===== src/rtl/img_rsz_pxl_buf.sv =====
// img_rsz_pxl_buf: first-word-fall-through buffer between the resize compute engine and the pixel output stream, with overflow, mask and raster-order checking
module img_rsz_pxl_buf #(
    parameter int PXL_PRIM_COLOR_NUM  = 3,
    parameter int PXL_PRIM_COLOR_W    = 8,
    parameter int RSZ_IMG_WIDTH_SIZE  = 8,
    parameter int RSZ_IMG_HEIGHT_SIZE = 8,
    parameter int BUF_DEPTH           = 4
) (
    input  logic                                           Clk,
    input  logic                                           Reset,
    input  logic [PXL_PRIM_COLOR_NUM*PXL_PRIM_COLOR_W-1:0] CeRszPxlData,
    input  logic [RSZ_IMG_WIDTH_SIZE-1:0]                  CeRszPxlXMsk,
    input  logic [RSZ_IMG_HEIGHT_SIZE-1:0]                 CeRszPxlYMsk,
    input  logic                                           CeCompVld,
    output logic                                           PxlBufRdy,
    output logic [PXL_PRIM_COLOR_NUM*PXL_PRIM_COLOR_W-1:0] RszPxlData,
    output logic [$clog2(RSZ_IMG_WIDTH_SIZE)-1:0]          RszPxlXIdx,
    output logic [$clog2(RSZ_IMG_HEIGHT_SIZE)-1:0]         RszPxlYIdx,
    output logic                                           RszPxlLast,
    output logic                                           RszPxlVld,
    input  logic                                           RszPxlRdy,
    output logic                                           RszImgComp,
    output logic [$clog2(BUF_DEPTH):0]                     BufCnt,
    output logic                                           BufOvf,
    output logic                                           MskErr,
    output logic                                           OrdErr
);
    localparam int DW = PXL_PRIM_COLOR_NUM * PXL_PRIM_COLOR_W;
    localparam int XW = $clog2(RSZ_IMG_WIDTH_SIZE);
    localparam int YW = $clog2(RSZ_IMG_HEIGHT_SIZE);
    localparam int PW = $clog2(BUF_DEPTH);
    localparam int CW = PW + 1;

    typedef enum logic {STREAM, CMPL} state_t;

    state_t               state, stateNxt;
    logic [DW-1:0]        memData [BUF_DEPTH];
    logic [XW-1:0]        memX [BUF_DEPTH];
    logic [YW-1:0]        memY [BUF_DEPTH];
    logic [BUF_DEPTH-1:0] memLast;
    logic [PW-1:0]        wrPtr, rdPtr;
    logic [XW-1:0]        wrX, expX;
    logic [YW-1:0]        wrY, expY;
    logic                 full, push, pop, xOneHot, yOneHot;

    assign full      = BufCnt == CW'(BUF_DEPTH);
    assign pop       = RszPxlVld & RszPxlRdy;
    assign push      = CeCompVld & (~full | pop);
    assign RszPxlVld = BufCnt != '0;
    assign PxlBufRdy = BufCnt <= CW'(BUF_DEPTH - 2);
    assign xOneHot   = (CeRszPxlXMsk != '0) && ((CeRszPxlXMsk & (CeRszPxlXMsk - RSZ_IMG_WIDTH_SIZE'(1))) == '0);
    assign yOneHot   = (CeRszPxlYMsk != '0) && ((CeRszPxlYMsk & (CeRszPxlYMsk - RSZ_IMG_HEIGHT_SIZE'(1))) == '0);

    assign RszPxlData = memData[rdPtr];
    assign RszPxlXIdx = memX[rdPtr];
    assign RszPxlYIdx = memY[rdPtr];
    assign RszPxlLast = memLast[rdPtr];

    // Decode each mask to its lowest set bit; an empty mask decodes to 0
    always_comb begin
        wrX = '0;
        wrY = '0;
        for (int i = RSZ_IMG_WIDTH_SIZE - 1; i >= 0; i--) if (CeRszPxlXMsk[i]) wrX = XW'(i);
        for (int i = RSZ_IMG_HEIGHT_SIZE - 1; i >= 0; i--) if (CeRszPxlYMsk[i]) wrY = YW'(i);
    end

    // Entry storage; contents need no reset since BufCnt qualifies them
    always_ff @(posedge Clk) begin
        if (push & ~Reset) begin
            memData[wrPtr] <= CeRszPxlData;
            memX[wrPtr]    <= wrX;
            memY[wrPtr]    <= wrY;
            memLast[wrPtr] <= CeRszPxlXMsk[RSZ_IMG_WIDTH_SIZE-1] & CeRszPxlYMsk[RSZ_IMG_HEIGHT_SIZE-1];
        end
    end

    // Pointers, occupancy, expected raster position and sticky error flags
    always_ff @(posedge Clk) begin
        if (Reset) begin
            wrPtr  <= '0;
            rdPtr  <= '0;
            BufCnt <= '0;
            expX   <= '0;
            expY   <= '0;
            BufOvf <= 1'b0;
            MskErr <= 1'b0;
            OrdErr <= 1'b0;
        end else begin
            if (push) wrPtr <= wrPtr + PW'(1);
            if (pop) rdPtr <= rdPtr + PW'(1);
            BufCnt <= BufCnt + CW'(push) - CW'(pop);
            if (pop) begin
                if (RszPxlLast) begin
                    expX <= '0;
                    expY <= '0;
                end else if (expX == XW'(RSZ_IMG_WIDTH_SIZE - 1)) begin
                    expX <= '0;
                    expY <= expY + YW'(1);
                end else begin
                    expX <= expX + XW'(1);
                end
            end
            BufOvf <= BufOvf | (CeCompVld & full & ~pop);
            MskErr <= MskErr | (push & ~(xOneHot & yOneHot));
            OrdErr <= OrdErr | (pop & ((RszPxlXIdx != expX) | (RszPxlYIdx != expY)));
        end
    end

    // Image-completion state register
    always_ff @(posedge Clk) begin
        if (Reset) state <= STREAM;
        else state <= stateNxt;
    end

    // Leave STREAM on the last-pixel handshake, return after one cycle
    always_comb begin
        stateNxt = (state == STREAM) ? ((pop & RszPxlLast) ? CMPL : STREAM) : STREAM;
    end

    // Completion pulse is the CMPL state itself
    always_comb begin
        RszImgComp = state == CMPL;
    end
endmodule


===== config.mk =====
export PLATFORM = sky130hd
export DESIGN_NAME = img_rsz_pxl_buf
export DESIGN_NICKNAME = d
export VERILOG_FILES = /design/src/rtl/img_rsz_pxl_buf.sv
export SDC_FILE = /design/constraint.sdc
export NUM_CORES = 1
export LEC_CHECK = 0
export CORE_MARGIN = 2
export CORE_UTILIZATION = 40
export CTS_BUF_LIST = sky130_fd_sc_hd__clkbuf_4 sky130_fd_sc_hd__clkbuf_8
export DETAILED_ROUTE_END_ITERATION = 6
export PLACE_DENSITY_LB_ADDON = 0.12
export SYNTH_ARGS = -nofsm -noshare
export SYNTH_HDL_FRONTEND = slang
export SYNTH_SLANG_ARGS = --single-unit

===== constraint.sdc =====
create_clock -name Clk -period 6.2 [get_ports Clk]
set_input_delay 0.93 -clock Clk [delete_from_list [all_inputs] [get_ports Clk]]
set_output_delay 0.93 -clock Clk [all_outputs]
set_load 0.01 [all_outputs]

==> summary by stage, run 1 <==
Critical path
The endpoint type of the worst setup path is a primary output. The critical path goes through buf_4 > mux4_2 > clkdlybuf4s50_1. Of all nets on the critical path, the largest fanout is 22.

The slowest stage of the critical path is the mux4_2 cell. The startpoint type of the worst setup path is a flip-flop. The critical path's largest stage delay is 0.60 ns. STA puts the critical path data required time at 5.27 ns. The setup check on the worst reg-to-reg path leaves a slack of 3.81 ns.

The capturing point of the worst reg2reg path is BufCnt[2]$_SDFF_PP0_. The worst register-to-register path begins at BufCnt[1]$_SDFF_PP0_. The critical path data arrival time is 2.52 ns. The number of cells on the worst reg-to-reg path is 8. By startpoint and endpoint, the worst setup path is classified as flip-flop to primary output.

Synth
The instance count of the mapped netlist is 307. The per-instance average area after synthesis is 18.6 sq um. The count of flip-flops with a built-in enable after synthesis is 124. After synthesis the cells add up to 5700 sq um.

The distinct cell type count after synthesis is 44. The share of flip-flops with an asynchronous set or reset after synthesis is 0%. The Yosys step of the flow raised 0 warnings. The most common cell in the synthesized netlist is edfxtp_1.

The post-synthesis net count is 362. The synthesized design contains 143 register bits. Yosys attributes the largest share of cell area to edfxtp_1 65%, mux4_2 10%, dfxtp_1 6.7%, mux4_1 2.3%, ha_1 2.2%.

The top cell type by total area after synthesis is edfxtp_1. The sequential cell area fraction in the yosys report is 72.0%. The area share of the leading cell type in the synthesized netlist is 65.3%. The commonest cells after synthesis are 124 x edfxtp_1, 26 x mux4_2, 19 x dfxtp_1, 17 x nor2_1, 13 x inv_1. The prevailing post-synth register cell is edfxtp_1.

Die
The region available for standard cell placement spans 13900 sq um. The floorplan has 43 rows. The I/O pin total is 84. Once the floorplan was initialized, standard cells occupied 41.1% of the core. The die covers 15200 sq um.

The floorplan step set the die height to 123 microns. The floorplan die width is 123 microns.

Drt
In the routed layout, each cell is associated on average with a via count of 4.98. The post-route DRC violation count is 0. For this run, the detailed router's first-pass iteration total came to 6.

The detail route stage leaves a number of antenna-violating nets equal to 0. The average wire length per cell after detail routing is 17.7 microns. The first routing iteration left 189 violations. The final layout contains routed wiring with a total length of 10500 microns. The number of vias after detailed routing is 2959.

CTS
The TritonCTS sink count is 143. The CTS tree is built. The hold buffer count at cts is 0.

In this run the post-CTS setup repair buffer count came out at 0. The root buffer cell chosen for the clock tree is clkbuf_8. The number of resized instances in the post-cts repair step is 0. The clock passes through at most 2 buffers. The insertion delay to the later sink of the worst-skew pair is 0.43 ns.

The register clock-pin slew on the reported worst setup and hold paths is 0.08 ns. The number of H-tree levels is 4. The number of CTS-inserted buffers is 17.

Placement
The number of buffer cells added on primary ports is 83. The half-perimeter wire length of the detailed placement result is 6350 microns. Routability-driven placement finished with a final weighted congestion of 0.718.

The worst setup slack after placement is 2.90 ns.

Power
The reported net switching power is 644 uW. The portion of total power attributed to combinational logic is 23.4%. Across the VDD grid, the largest voltage drop is 196 uV.

For this design the ratio of total power to cell area is 365 nW/um^2. Per report_power, the sequential group accounts for 44.5% of the total. In this run the static leakage power is 0.00238 uW. The cell-internal power is 1980 uW. In this run, the clock network consumes 32.1% of the power.

Net switching is 24.6% of the power.

Min path
For hold timing, the worst endpoint is RszImgComp$_SDFF_PP0_. The worst hold path belongs to the class flip-flop to flip-flop. The hold path depth is 1. The startpoint of the worst hold path is RszImgComp$_SDFF_PP0_.

Job
The total of max-cap violations is 0.

Timing
The minimum setup slack in the final design is 2.75 ns. Setup repair after global routing left no endpoint under its margin. For the final routed database, the setup TNS stands at 0 ns.

The count of endpoints failing hold in the final timing report is 0. The number of pins with negative max-slew slack in the final report is 0. The final critical-path required period is 3.45 ns. The count of final setup violators is 0.

Headroom to the max-slew limit came out at 39.8%. The final clock skew is 0.00658 ns. The final critical path takes up 55.7% of the cycle. Based on the critical path, the design can be clocked at up to 290 MHz. At the pin with the least slew margin, the transition time is 0.903 ns.

Global routing
The largest net degree at the start of global routing is 32. The number of global-route vias before repair was 3004. The remaining global-route overflow is 0.

The overall global routing resource usage is 14.9%. The wire length of the first global-routing pass is 16300 microns. The number of antenna violations at the first check in global routing is 0.

Final layout
The ratio of cells with drive above 1 in the final layout is 15.7%. Counting the fill cells in the layout gives 1122. Compared with the post-synthesis result, the final layout area differs by 26.1%.

0 antenna diodes ended up in the layout. At the end of the flow, the number of nets in the layout was 456.

Status
The flow ran to the end, and the final reports show no timing, DRC or antenna violations.
## cells by family (layout without fill, tap and decap cells)
group	count (synthesis)	count (layout)	share of synthesized area [%]
AO/OA/AOI/OAI	29	29	3.51
XOR/XNOR	12	12	1.84
adder cells (fa/ha/maj)	13	13	2.90
buffers and inverters	23	130	1.73
flip-flops	143	143	72.0
multiplexers	33	33	12.9
AND/OR/NAND/NOR	54	54	5.13
## worst max-delay path, delay by kind of cell, from the launching register on
kind,cells,cell delay [ns]
buffers and inverters,2,0.98
flip-flops,1,0.50
multiplexers,1,0.60
## how the worst max path moves through the flow
stage,start,endpoint,slack (ns),cells past startpoint
2_1_floorplan,RszPxlRdy,memData[0][0]$_DFFE_PP_,3.62,5
3_3_place_gp,Reset,memData[1][18]$_DFFE_PP_,2.98,3
3_5_place_dp,Reset,memData[1][18]$_DFFE_PP_,2.90,3
4_1_cts,flip-flop,RszPxlYIdx[2],2.65,3
5_1_grt,flip-flop,RszPxlYIdx[2],2.55,3
6_report,flip-flop,RszPxlData[15],2.75,3
## layout by cell type, fill, tap and decap left out, drive strengths merged, types with 2 or more instances in the layout
| cell | netlist | routed |
|---|---|---|
| ha | 10 | 10 |
| xor2 | 9 | 9 |
| inv | 13 | 13 |
| clkbuf | 2 | 18 |
| nor3 | 9 | 9 |
| bufinv | 0 | 6 |
| nor4b | 3 | 3 |
| o31ai | 2 | 2 |
| a21oi | 10 | 10 |
| mux4 | 31 | 31 |
| nor2b | 3 | 3 |
| nand3b | 3 | 3 |
| or3 | 2 | 2 |
| o21ai | 6 | 6 |
| nand2 | 4 | 4 |
| edfxtp | 124 | 124 |
| maj3 | 2 | 2 |
| nor4 | 4 | 4 |
| dfxtp | 19 | 19 |
| xnor2 | 3 | 3 |
| mux2i | 2 | 2 |
| clkinv | 1 | 9 |
| nor2 | 17 | 17 |
| and2 | 5 | 5 |
| clkdlybuf4s50 | 0 | 83 |
| nand2b | 2 | 2 |
## sequential cells by signal, indices dropped and copies added, names as in the netlist, named ones only
register,flops
expY,3
BufCnt,3
memLast,4
rdPtr,2
wrPtr,2
memX,12
OrdErr,1
memY,12
MskErr,1
BufOvf,1
memData,96
expX,3
RszImgComp,1
## layout make-up
type	instances	area (sq um)	share of cell area [%]
well taps	180	225	3.13
multi-input cells	141	1510	20.9
clock buffers	18	241	3.36
clock inverters	14	220	3.06
inverters	14	52.6	0.731
flip-flops and latches	143	4110	57.1
repair buffers	84	838	11.7
## power groups by stage
stage / registers, uW / logic, uW / clock network [uW]
after global placement: 1190 / 623 / 0
final: 1170 / 613 / 843
after global routing: 1180 / 676 / 908
after detailed placement: 1190 / 624 / 0
after CTS: 1170 / 627 / 867
after floorplan: 1160 / 358 / 0
## through the flow
stage / area [sq um] / hold WS, ns / total power [uW] / instances / util (%)
6_report: 7190 / 0.417 / 2620 / 594 / 51.8
5_1_grt: 7190 / 0.457 / 2760 / 594 / 51.8
4_1_cts: 7190 / 0.423 / 2670 / 594 / 51.8
3_5_place_dp: 6730 / 0.412 / 1820 / 562 / 48.5
3_3_place_gp: 6730 / 0.421 / 1810 / 562 / 48.5
2_1_floorplan: 5700 / 0.460 / 1520 / 307 / -
## metal layers
| metal | part of all wire (%) | track usage (%) | vias to the layer above |
|---|---|---|---|
| met4 | 1.0 | 5.89 | 0 |
| met2 | 48 | 22.7 | 70 |
| li1 | - | - | 1413 |
| met1 | 46 | 19.5 | 1468 |
| met3 | 5.1 | 5.49 | 8 |
| met5 | 0 | 0 | - |
(Power assumes the default switching activity.)
==> run 2: changes to the inputs <==
==> constraint.sdc (replaced) <==
create_clock -name Clk -period 3.4 [get_ports Clk]
set_input_delay 0.51 -clock Clk [delete_from_list [all_inputs] [get_ports Clk]]
set_output_delay 0.51 -clock Clk [all_outputs]
set_load 0.01 [all_outputs]
==> summary by stage, run 2 (synthesis gave the netlist of run 1 again) <==
Critical path
The kind of critical path is flip-flop to primary output (unchanged). The endpoint type of the worst setup path is a primary output (unchanged). The required arrival time at the worst endpoint is 2.89 ns (was 5.27 ns). The maximum fanout along the worst path is 15 (was 22). The critical path's largest stage delay came to 0.58 ns (was 0.60 ns). The cell with the largest stage delay on the worst path is mux4_2 (unchanged). The startpoint type of the worst setup path is a flip-flop (unchanged). Crit-path cells: buf_4 > mux4_2 > clkdlybuf4s50_1 (unchanged).

The critical path data arrival time is 2.34 ns (was 2.52 ns).

CTS
The maximum number of buffers from clock root to sink is 2 (unchanged). The register clock-pin slew on the reported worst setup and hold paths was 0.07 ns (was 0.08 ns). The number of CTS-inserted buffers came to 17 (unchanged). The CTS tree was built (unchanged). The clock root buffer is clkbuf_8 (unchanged). The TritonCTS sink count is 143 (unchanged). The number of H-tree levels came to 4 (unchanged). The hold buffer count at cts is 0 (unchanged). The insertion delay to the later sink of the worst-skew pair is 0.43 ns (about the same).

The number of post-CTS setup repair buffers is 0 (unchanged). The number of resized instances in the post-cts repair step is 0 (unchanged).

Timing
Setup repair after global routing missed its margin: no (unchanged). The count of endpoints failing hold in the final timing report came to 0 (unchanged). The slew at the pin closest to its max-slew limit was 0.593 ns (was 0.903 ns). The worst hold slack after final layout came to 0.421 ns (was 0.417 ns). The worst path uses 84.0% of the clock period. The number of pins with negative max-slew slack in the final report came to 0 (unchanged).

The count of final setup violators is 0 (unchanged). The final clock skew is 0.0116 ns (was 0.00658 ns). The minimum setup slack in the final design is 0.546 ns (was 2.75 ns). The achievable frequency is 350 MHz. The relative slew slack is 59.5% (was 39.8%). The aggregate negative setup slack is 0 ns (unchanged). The final critical-path required period is 2.85 ns.

Job
The total of max-cap violations is 0 (unchanged).

Min path
The path type of the worst min-delay path is flip-flop to flip-flop (unchanged).

Power
The power consumption was 4580 uW (was 2620 uW). The relative contribution of the clock network to total power came to 28.4% (was 32.1%). The net switching fraction of the power is 25.5% (was 24.6%).

The portion of total power attributed to combinational logic was 25.4% (was 23.4%). The reported net switching power came to 1170 uW (was 644 uW). The cell-internal power is 3410 uW (was 1980 uW).

The part of the power in registers came to 46.2% (was 44.5%). The static leakage is 0.00239 uW (was 0.00238 uW). The worst vdd rail ir drop was 362 uV (was 196 uV). The power density over the cells is 637 nW/um^2 (was 365 nW/um^2).

Die
The area of the core is 13900 sq um (unchanged). The floorplan die width was 123 microns (unchanged). The height of the die is 123 microns (unchanged). The I/O pin total came to 84 (unchanged).

The number of cell rows is 43 (unchanged). The initial core utilization is 41.1% (unchanged). The area enclosed by the die boundary is 15200 sq um (unchanged).

Final layout
The register containing the most flip-flops in the final layout is memData (unchanged). Biggest regs: memData: 96 flops, memX: 12 flops, memY: 12 flops (unchanged). The post-route core utilization came to 51.8% (about the same). Leading cell types in the layout, fill and taps excluded: 124 x edfxtp_1, 83 x clkdlybuf4s50_1, 26 x mux4_2 (unchanged). The area growth from synthesis to final layout was 26.0% (was 26.1%). The net count reported at finish is 467 (was 456). The number of antenna cells inserted is 0 (unchanged). The ratio of cells with drive above 1 in the final layout is 17.5% (was 15.7%). The number of flip-flops in the largest register is 96 (unchanged). The most common cell after layout, fill and taps aside is edfxtp_1 (unchanged).

Placement
The worst setup slack after placement is 0.564 ns (was 2.90 ns). The last weighted congestion value of the routability-driven placer is 0.736 (was 0.718). The half-perimeter wire length of the detailed placement result came to 7350 microns (was 6350 microns).

The number of buffer cells added on primary ports is 83 (unchanged).

Global routing
The number of global-route vias before repair is 3216 (was 3004). The overall global routing resource usage is 15.6% (was 14.9%). The wire length of the first global-routing pass is 17200 microns (was 16300 microns). The number of antenna violations at the first check in global routing is 0 (unchanged).

The largest net degree at the start of global routing is 19 (was 32). The remaining global-route overflow is 0 (unchanged).

Drt
The average via count per standard cell was 5.06 (was 4.98). The total routed wirelength came to 11000 microns (was 10500 microns). The average wire length per cell after detail routing is 18.3 microns (was 17.7 microns). The antenna violation net count after detailed routing came to 0 (unchanged). The violation count after the first detailed-routing iteration is 235 (was 189).

The first-pass iteration count of the detailed router is 4 (was 6). The post-route DRC violation count is 0 (unchanged). The number of vias after detailed routing is 3046 (was 2959).

Status
Result of the run: finished, final reports clean (unchanged).
## run 2: layout make-up
cell class / instances / area, sq um
clock buffer: 20 / 256
clock inverter: 9 / 120
fill: 1142 / 6690
inverter: 14 / 52.6
multi-input combinational: 141 / 1510
sequential: 143 / 4110
tap: 180 / 225
timing repair buffer: 95 / 921
## run 2: worst max-delay path, delay by kind of cell, from the launching register on
| family | cells | cell delay [ns] |
|---|---|---|
| flip-flops | 1 | 0.48 |
| buffers and inverters | 2 | 0.86 |
| multiplexers | 1 | 0.58 |
## run 2: through the flow
stage | cell area, sq um | cells
floorplan | 5700 | 307
global placement | 6810 | 573
detailed placement | 6810 | 573
CTS | 7190 | 602
global route | 7190 | 602
finish | 7190 | 602
## run 2: final timing paths
kind	from	endpoint	slack, ns	cells after the start
max	flip-flop	RszPxlData[20]	0.55	3
min	RszImgComp$_SDFF_PP0_	RszImgComp$_SDFF_PP0_	0.42	1
max reg2reg	BufCnt[1]$_SDFF_PP0_	BufCnt[2]$_SDFF_PP0_	1.02	8
min reg2reg	RszImgComp$_SDFF_PP0_	RszImgComp$_SDFF_PP0_	0.42	1
## run 2: power groups by stage
| stage | logic (uW) | clock network, uW | registers, uW |
|---|---|---|---|
| global route | 1270 | 1420 | 2130 |
| CTS | 1190 | 1340 | 2120 |
| floorplan | 653 | 0 | 2120 |
| finish | 1160 | 1300 | 2120 |
| detailed placement | 1180 | 0 | 2160 |
| global placement | 1180 | 0 | 2150 |
## run 2: per-layer routing
| layer | global-route usage [%] | up-vias | routed length [microns] |
|---|---|---|---|
| li1 | - | 1429 | - |
| met1 | 20.3 | 1548 | 5050 |
| met2 | 25.3 | 58 | 5370 |
| met3 | 4.70 | 11 | 458 |
| met4 | 4.90 | 0 | 114 |
| met5 | 0 | - | 0 |
==> run 3: changes to the inputs <==
==> constraint.sdc (replaced) <==
create_clock -name Clk -period 2.3 [get_ports Clk]
set_input_delay 0.345 -clock Clk [delete_from_list [all_inputs] [get_ports Clk]]
set_output_delay 0.345 -clock Clk [all_outputs]
set_load 0.01 [all_outputs]
==> summary by stage, run 3 (synthesis gave the netlist of run 1 again) <==
Status
Result of the run: finished, final reports clean (unchanged).

Timing
The number of pins with negative max-slew slack in the final report is 0 (unchanged). The relative slew slack is 59.0% (was 59.5%). Static timing analysis puts the maximum clock frequency at 449 MHz. The slew at the pin closest to its max-slew limit came to 0.609 ns (was 0.593 ns). The count of endpoints failing hold in the final timing report is 0 (unchanged). The period utilization is 96.8%. Setup repair after global routing missed its margin: no (unchanged). The final critical-path required period is 2.23 ns.

The final clock skew is 0.0104 ns (was 0.0116 ns). The count of final setup violators is 0 (unchanged).

Critical path
The startpoint type of the worst setup path was a flip-flop (unchanged). Crit-path cells: buf_12 > buf_12 > mux4_2 > dlygate4sd2_1 (was buf_4 > mux4_2 > clkdlybuf4s50_1). The cell with the largest stage delay on the worst path is mux4_2 (unchanged). The endpoint type of the worst setup path is a primary output (unchanged). The critical path's top delay family was buffers and inverters (unchanged). The critical path's largest stage delay is 0.49 ns (was 0.58 ns). The required arrival time at the worst endpoint is 1.96 ns (was 2.89 ns). The kind of critical path was flip-flop to primary output (unchanged). The critical path data arrival time came to 1.88 ns (was 2.34 ns). The cell that appears most often on the critical path is buf_12. The sum of buffers and inverters on the critical path is 3 (was 2).

The maximum fanout along the worst path is 7 (was 15).

CTS
The TritonCTS sink count is 143 (unchanged). The CTS tree is built (unchanged). The number of CTS-inserted buffers was 17 (unchanged). The clock root buffer is clkbuf_8 (unchanged).

The register clock-pin slew on the reported worst setup and hold paths came to 0.07 ns (about the same). The number of H-tree levels is 4 (unchanged). The insertion delay to the later sink of the worst-skew pair was 0.43 ns (about the same). The maximum number of buffers from clock root to sink is 2 (unchanged).

Die
The area enclosed by the die boundary is 15200 sq um (unchanged). The I/O pin total is 84 (unchanged). The floorplan die width is 123 microns (unchanged). The height of the die was 123 microns (unchanged).

The area of the core was 13900 sq um (unchanged). The initial core utilization is 41.1% (unchanged). The number of cell rows is 43 (unchanged).

Global routing
The remaining global-route overflow was 0 (unchanged). The wire length of the first global-routing pass is 17700 microns (was 17200 microns). The number of antenna violations at the first check in global routing is 0 (unchanged). The number of global-route vias before repair is 3306 (was 3216). The overall global routing resource usage was 16.1% (was 15.6%).

The largest net degree at the start of global routing is 23 (was 19).

Drt
The total routed wirelength came to 11100 microns (was 11000 microns). The average via count per standard cell is 4.96 (was 5.06). The post-route DRC violation count is 0 (unchanged).

The violation count after the first detailed-routing iteration is 186 (was 235). The first-pass iteration count of the detailed router is 4 (unchanged). The number of vias after detailed routing is 3098 (was 3046). The antenna violation net count after detailed routing was 0 (unchanged).

The average wire length per cell after detail routing came to 17.7 microns (was 18.3 microns).

Power
The net switching fraction of the power is 25.4% (was 25.5%). The cell-internal power is 5340 uW (was 3410 uW). The relative contribution of the clock network to total power is 30.6% (was 28.4%).

The portion of total power attributed to combinational logic is 26.0% (was 25.4%). The part of the power in registers is 43.4% (was 46.2%). The power density over the cells came to 956 nW/um^2 (was 637 nW/um^2). The worst vdd rail ir drop is 600 uV (was 362 uV). The reported net switching power is 1820 uW (was 1170 uW). The static leakage is 0.00258 uW (was 0.00239 uW).

Final layout
The number of flip-flops in the largest register came to 96 (unchanged). The final instance area was 7490 sq um (was 7190 sq um). The area used by multi-input combinational logic is 1490 sq um (was 1510 sq um). The number of antenna cells inserted is 0 (unchanged). The filler-free cell count of the finished design is 625 (was 602). The net count reported at finish is 487 (was 467). Biggest regs: memData: 96 flops, memX: 12 flops, memY: 12 flops (unchanged). The most common cell after layout, fill and taps aside is edfxtp_1 (unchanged).

The combined flip-flop and latch cell area is 4110 sq um (about the same). The filler cell count is 1110 (was 1142). The register containing the most flip-flops in the final layout is memData (unchanged). Leading cell types in the layout, fill and taps excluded: 124 x edfxtp_1, 52 x clkdlybuf4s50_1, 30 x mux4_2, 23 x buf_4, 19 x dlygate4sd2_1 (was 124 x edfxtp_1, 83 x clkdlybuf4s50_1, 26 x mux4_2). The area growth from synthesis to final layout is 31.4% (was 26.0%). The ratio of cells with drive above 1 in the final layout is 22.5% (was 17.5%).

Job
The total of max-cap violations was 0 (unchanged).

Placement
The half-perimeter wire length of the detailed placement result was 7090 microns (was 7350 microns). The total placed cells including tap cells came to 586 (was 573). The number of buffer cells added on primary ports is 83 (unchanged). The post-place instance area is 6980 sq um (was 6810 sq um). The last weighted congestion value of the routability-driven placer came to 0.736 (about the same).

Min path
The path type of the worst min-delay path is flip-flop to flip-flop (unchanged).
run 3: changes by cell type in the layout (fill, tap and decap cells not counted), moves of 2 or more:
cell	previous run	this run
buf_4	12	23
clkdlybuf4s50_1	83	52
clkinv_2	3	1
mux4_1	5	1
clkdlybuf4s15_1	0	11
bufinv_16	3	5
clkinv_1	3	5
buf_12	0	8
dlygate4sd2_1	0	19
mux4_2	26	30
run 3: area by class of cell:
class	count	area share, %
Clock buffer	19	3.32
Multi-Input combinational cell	141	19.9
Timing Repair Buffer	115	15.6
Inverter	14	0.702
Clock inverter	13	2.59
Sequential cell	143	54.9
Tap cell	180	3.01
run 3: per-layer routing:
metal  part of all wire (%)  up-vias  GRT usage [%]
met5                      0        -              0
met4                    1.1        0           5.75
met3                    3.8        8           4.20
met2                     49       67           25.9
met1                     47     1551           21.1
li1                       -     1472              -
run 3: power by group through the flow:
stage | logic [uW] | registers, uW | clock network, uW
6_report | 1870 | 3110 | 2190
5_1_grt | 2060 | 3130 | 2360
4_1_cts | 1890 | 3110 | 2250
3_5_place_dp | 1880 | 3150 | 0
3_3_place_gp | 1870 | 3140 | 0
2_1_floorplan | 966 | 3140 | 0
run 3: timing repair:
item	in CTS	in global routing
gates cloned	1	0
hold buffers	0	0
resized for setup	41	11
hold endpoints to repair	0	0
setup endpoints to repair	31	11
buffers inserted	5	1
run 3: per-stage QoR:
step	hold WS, ns	TNS, ns	total power, uW	utilization (%)	setup WS, ns
after floorplan	0.444	0	4100	-	0.122
after global routing	0.444	0	7550	54.0	0.00102
after detailed placement	0.419	-0.178	5020	50.3	-0.112
after global placement	0.420	-0.124	5010	50.3	-0.100
final	0.424	0	7160	54.0	0.0743
after CTS	0.430	-0.00282	7250	53.8	-0.00282
run 3: worst paths after layout:
check / to / slack [ns] / cells after the start / start
worst max-delay path: RszPxlData[14] / 0.07 / 4 / flip-flop
worst min-delay path: RszImgComp$_SDFF_PP0_ / 0.42 / 1 / RszImgComp$_SDFF_PP0_
worst min register to register: RszImgComp$_SDFF_PP0_ / 0.42 / 1 / RszImgComp$_SDFF_PP0_
worst max register to register: BufCnt[1]$_SDFF_PP0_ / 0.23 / 7 / BufCnt[2]$_SDFF_PP0_
